===== src/rtl/bram_arbiter.sv =====
// Two-requester arbiter for one single-port bram (registered read, byte mask).
// Ports: clk/resetn, r0_*/r1_* valid/ready requesters, mem_* bram side.
// Optional: BRAM_ARB_FIXED_PRIO_EN gives r0 fixed priority (default round-robin).
module bram_arbiter #(
  parameter int WIDTH = 8
) (
  input  logic             clk,
  input  logic             resetn,
  input  logic             r0_valid,
  input  logic [31:0]      r0_addr,
  input  logic [31:0]      r0_wdata,
  input  logic [3:0]       r0_wstrb,
  output logic             r0_ready,
  output logic [31:0]      r0_rdata,
  input  logic             r1_valid,
  input  logic [31:0]      r1_addr,
  input  logic [31:0]      r1_wdata,
  input  logic [3:0]       r1_wstrb,
  output logic             r1_ready,
  output logic [31:0]      r1_rdata,
  output logic [WIDTH-1:0] mem_addr,
  output logic [31:0]      mem_wdata,
  output logic [3:0]       mem_wmask,
  input  logic [31:0]      mem_rdata
);

  typedef enum logic [1:0] {
    IDLE,
    ACCESS,
    RESP
  } state_t;

  state_t           state_q, state_d;
  logic             grant_q, grant_d;
  logic             last_q, last_d;
  logic [WIDTH-1:0] addr_q, addr_d;

  logic             winner;
  logic             g_valid;
  logic [31:0]      g_addr;
  logic [31:0]      g_wdata;
  logic [3:0]       g_wstrb;

  assign g_valid = grant_q ? r1_valid : r0_valid;
  assign g_addr  = grant_q ? r1_addr  : r0_addr;
  assign g_wdata = grant_q ? r1_wdata : r0_wdata;
  assign g_wstrb = grant_q ? r1_wstrb : r0_wstrb;

`ifdef BRAM_ARB_FIXED_PRIO_EN
  assign winner = ~r0_valid;
`else
  // Tie goes to the side that was not served last.
  assign winner = (r0_valid & r1_valid) ? ~last_q : r1_valid;
`endif

  always_comb begin
    state_d   = state_q;
    grant_d   = grant_q;
    last_d    = last_q;
    addr_d    = addr_q;
    mem_wmask = 4'h0;
    r0_ready  = 1'b0;
    r1_ready  = 1'b0;
    unique case (state_q)
      IDLE: begin
        if (r0_valid | r1_valid) begin
          grant_d = winner;
          state_d = ACCESS;
        end
      end
      ACCESS: begin
        // A write commits here even if valid was withdrawn.
        addr_d    = g_addr[WIDTH+1:2];
        mem_wmask = g_wstrb;
`ifdef BRAM_ARB_FIXED_PRIO_EN
        last_d    = last_q;
`else
        last_d    = grant_q;
`endif
        state_d   = RESP;
      end
      RESP: begin
        r0_ready = g_valid & ~grant_q;
        r1_ready = g_valid &  grant_q;
        state_d  = IDLE;
      end
      default: state_d = IDLE;
    endcase
  end

  assign mem_addr  = addr_d;
  assign mem_wdata = g_wdata;
  assign r0_rdata  = r0_ready ? mem_rdata : 32'h0;
  assign r1_rdata  = r1_ready ? mem_rdata : 32'h0;

  always_ff @(posedge clk or negedge resetn) begin
    if (!resetn) begin
      state_q <= IDLE;
      grant_q <= 1'b0;
      last_q  <= 1'b1;
      addr_q  <= '0;
    end else begin
      state_q <= state_d;
      grant_q <= grant_d;
      last_q  <= last_d;
      addr_q  <= addr_d;
    end
  end

  logic unused_addr_bits;
  assign unused_addr_bits = ^{r0_addr[31:WIDTH+2], r0_addr[1:0],
                              r1_addr[31:WIDTH+2], r1_addr[1:0]};

endmodule


===== config.mk =====
export PLATFORM = sky130hd
export DESIGN_NAME = bram_arbiter
export DESIGN_NICKNAME = d
export VERILOG_FILES = /design/src/rtl/bram_arbiter.sv
export SDC_FILE = /design/constraint.sdc
export NUM_CORES = 1
export LEC_CHECK = 0
export ABC_AREA = 1
export ABC_CLOCK_PERIOD_IN_PS = 1000
export BUFFER_PORTS_ARGS = -buffer_cell sky130_fd_sc_hd__buf_2
export CAP_MARGIN = 20
export CORE_AREA = 2 2 109 111
export CTS_BUF_LIST = sky130_fd_sc_hd__clkbuf_8
export DETAILED_ROUTE_END_ITERATION = 8
export DIE_AREA = 0 0 111 113
export HOLD_SLACK_MARGIN = 0.06
export PLACE_DENSITY = 0.46
export SLEW_MARGIN = 30
export SYNTH_ARGS = -nofsm -noshare
export SYNTH_HDL_FRONTEND = slang
export SYNTH_SLANG_ARGS = --single-unit
export TNS_END_PERCENT = 30

===== constraint.sdc =====
create_clock -name clk -period 1 [get_ports clk]
set_input_delay 0.05 -clock clk [delete_from_list [all_inputs] [get_ports clk]]
set_output_delay 0.05 -clock clk [all_outputs]
set_load 0.01 [all_outputs]

==> impl_metrics.toml <==
[worst_setup_path]
worst_setup_path_start_kind = "flip-flop"
worst-path-stages = 7
slowest_stage = "dfrtp_1"
critPathMaxFanout = 6
arrival_ns = 1.39
cp.required_ns = 0.95
r2r_cells = 6
path_class = "flip-flop to output pin"
critPathTopFamily = "buffers and inverters"
crit_path_end_kind = "output pin"
endpoint = "mem_wdata[0]"
cp_num_buf_inv = 5
critPathMaxStageDelay_ns = 0.40
cp_common_cell = "nand2_1"
rrSetupSlack_ns = -0.21
path_cells = "buf_6 > inv_8 > clkbuf_16 > buf_4 > nand2_1 > nand2_1 > buf_2"
r2r-end = "grant_q$_DFFE_PN0P_"
r2r-start = "grant_q$_DFFE_PN0P_"
worstSetupStartpoint = "grant_q$_DFFE_PN0P_"

[floorplanning]
core-area_um2 = 11300
die_width_um = 111
io_pins = 282
initial_core_util = 0.136
die_h_um = 113
rows = 39
die_area_um2 = 12500

[global_route]
grt_max_degree = 22
grt_pass1_wl_mm = 11.3
antenna_found_initial = 0
grtUsageTotal = 0.108
grt-ovfl-total = 0
grt_pass1_vias = 2467

[timing]
fin_crit_ns = 1.44
fin_ws_ns = -0.444
slew_viol_final = 0
fin_skew_ns = 0.00346
worstMarginPinSlew_ns = 0.320
tns_ns = -43.92
timing.final.crit_share = 1.44
hold_slack_ns = 0.106
fmax_mhz = 692
hold_viol = 0
rsz0062_at_grt = "yes"
setup_viol = 119
relSlewSlack = 0.787

[final_layout]
stdcell_area_um2 = 3680
nets = 730
drive_gt1_frac = 0.627
diodes = 0
areaGrowthSynthToFinish_pct = 139
layout_commonest_cell = "buf_2"
final_cell_mix = "217 x buf_2, 149 x nand2_1, 51 x nor2_2"

[job]
max_cap_viol_count = 0

[detailed_routing]
vias = 2656
drt_iter0_markers = 98
viasPerCell = 3.79
drt-wirelength-per-cell_um = 10.6
post-route-drc-count = 0
drtPass1Iterations = 4
ant_nets = 0
routed_wl_mm = 7.42

[clocking]
cts_root_buffer = "clkbuf_8"
clk_pin_slew_ns = 0.06
cts_buffers = 3
cts_buffer_depth = 2
cts_tree = "yes"
cts_max_level = 1
clkLatencyLatePin_ns = 0.25
cts.sinks = 12

[logic_synthesis]
synth_top_area_cell = "nand2_1"
ys_ff_latch = 12
syn_area_per_cell_um2 = 5.06
synthCells = 304
synth_fp_nets = 476
netlist.area_leader.share = 0.393
syn-cell-area_um2 = 1540
yosysSeqAreaShare = 0.196
yosysWarnings = 0
yosysUniqueCellTypes = 15
ys_top_cells_by_area = "nand2_1 39%, dfrtp_1 18%, nor2_2 12%, inv_1 9.8%, nor2_1 9.0%"

[pwr]
ir_worst_vdd_mv = 0.973
pwr_density_cell_nw_per_um2 = 2100
total_power_mw = 7.72
p_leak_nw = 2.37

[hold_path]
hold_path_class = "primary input to flip-flop"
hold_depth = 5

[placed_design]
globalplace.congestion = 0.853
placed_cell_area_um2 = 3030
dpl.hpwl_mm = 5.35
dpl_worst_slack_ns = -0.233
port_buffers = 233

[status]
violations = "setup timing"
outcome = "complete, but fails checks"
## how the worst min path moves through the flow
stage                     endpoint  slack, ns        from
4_1_cts        addr_q[6]$_DFF_PN0_       0.11  r0_addr[8]
3_3_place_gp   addr_q[3]$_DFF_PN0_      -0.04      resetn
2_1_floorplan  addr_q[0]$_DFF_PN0_      -0.25      resetn
3_5_place_dp   addr_q[3]$_DFF_PN0_      -0.04      resetn
5_1_grt        grant_q$_DFFE_PN0P_       0.12    r1_valid
6_report       addr_q[1]$_DFF_PN0_       0.11  r0_addr[3]
## repair_timing
| action | 4_1_cts | 5_1_grt |
|---|---|---|
| hold buffers | 1 | 0 |
| resized for setup | 32 | 31 |
| pin swaps | 1 | 0 |
| buffers inserted | 7 | 4 |
| endpoints found under the setup margin | 118 | 120 |
| cloned | 5 | 3 |
| hold endpoints to repair | 12 | 0 |
## synth_stat cells
cell type and n:
inv_2 2, o21ai_0 1, a21oi_1 4, dfrtp_1 11
buf_6 3, nor2_1 37, dfstp_2 1, nand4_4 1
nor2_2 29, inv_1 40, buf_4 3, buf_2 7
clkbuf_1 3, nand3_1 1, nand2_1 161
## registers in the layout (all words and copies together) (netlist names)
signal   count
grant_q      1
state_q      2
addr_q       8
last_q       1
## final cells by class
cell class	count	area [µm²]
clock buffer	4	55.1
fill	1188	7590
inverter	42	168
multi-input combinational	234	1150
sequential	12	303
tap	143	179
timing repair buffer	265	1820
## layer usage
metal	GRT usage	share of wire	vias up
met2	0.218	0.51	160
met4	0.0200	0.0084	0
li1	-	-	1376
met1	0.120	0.39	1116
met5	0	0	-
met3	0.0161	0.091	4
## power by group
part	leakage [nW]	internal, mW	switching (mW)
combinational	2.19	3.11	3.20
sequential	0.146	0.737	0.113
clock	0.0288	0.349	0.205
total	2.37	4.20	3.52
## worst min-delay path: stages
cell and delay [ns]:
buf_2 0.08, nand2_1 0.04, nand2_1 0.05, nand2_1 0.04, nand2_1 0.06
## per-stage QoR
step	utilization	instances
3_3_place_gp	0.269	676
5_1_grt	0.327	700
3_5_place_dp	0.269	676
4_1_cts	0.305	693
2_1_floorplan	-	304
6_report	0.327	700
## kinds of logic (layout without fill, tap and decap cells)
logic type | after synthesis | after routing | share of synthesized area
buf+inv | 58 | 311 | 0.169
simple gates | 229 | 229 | 0.618
compound gates | 5 | 5 | 0.0163
flops | 12 | 12 | 0.196
(Power assumes the default switching activity.)
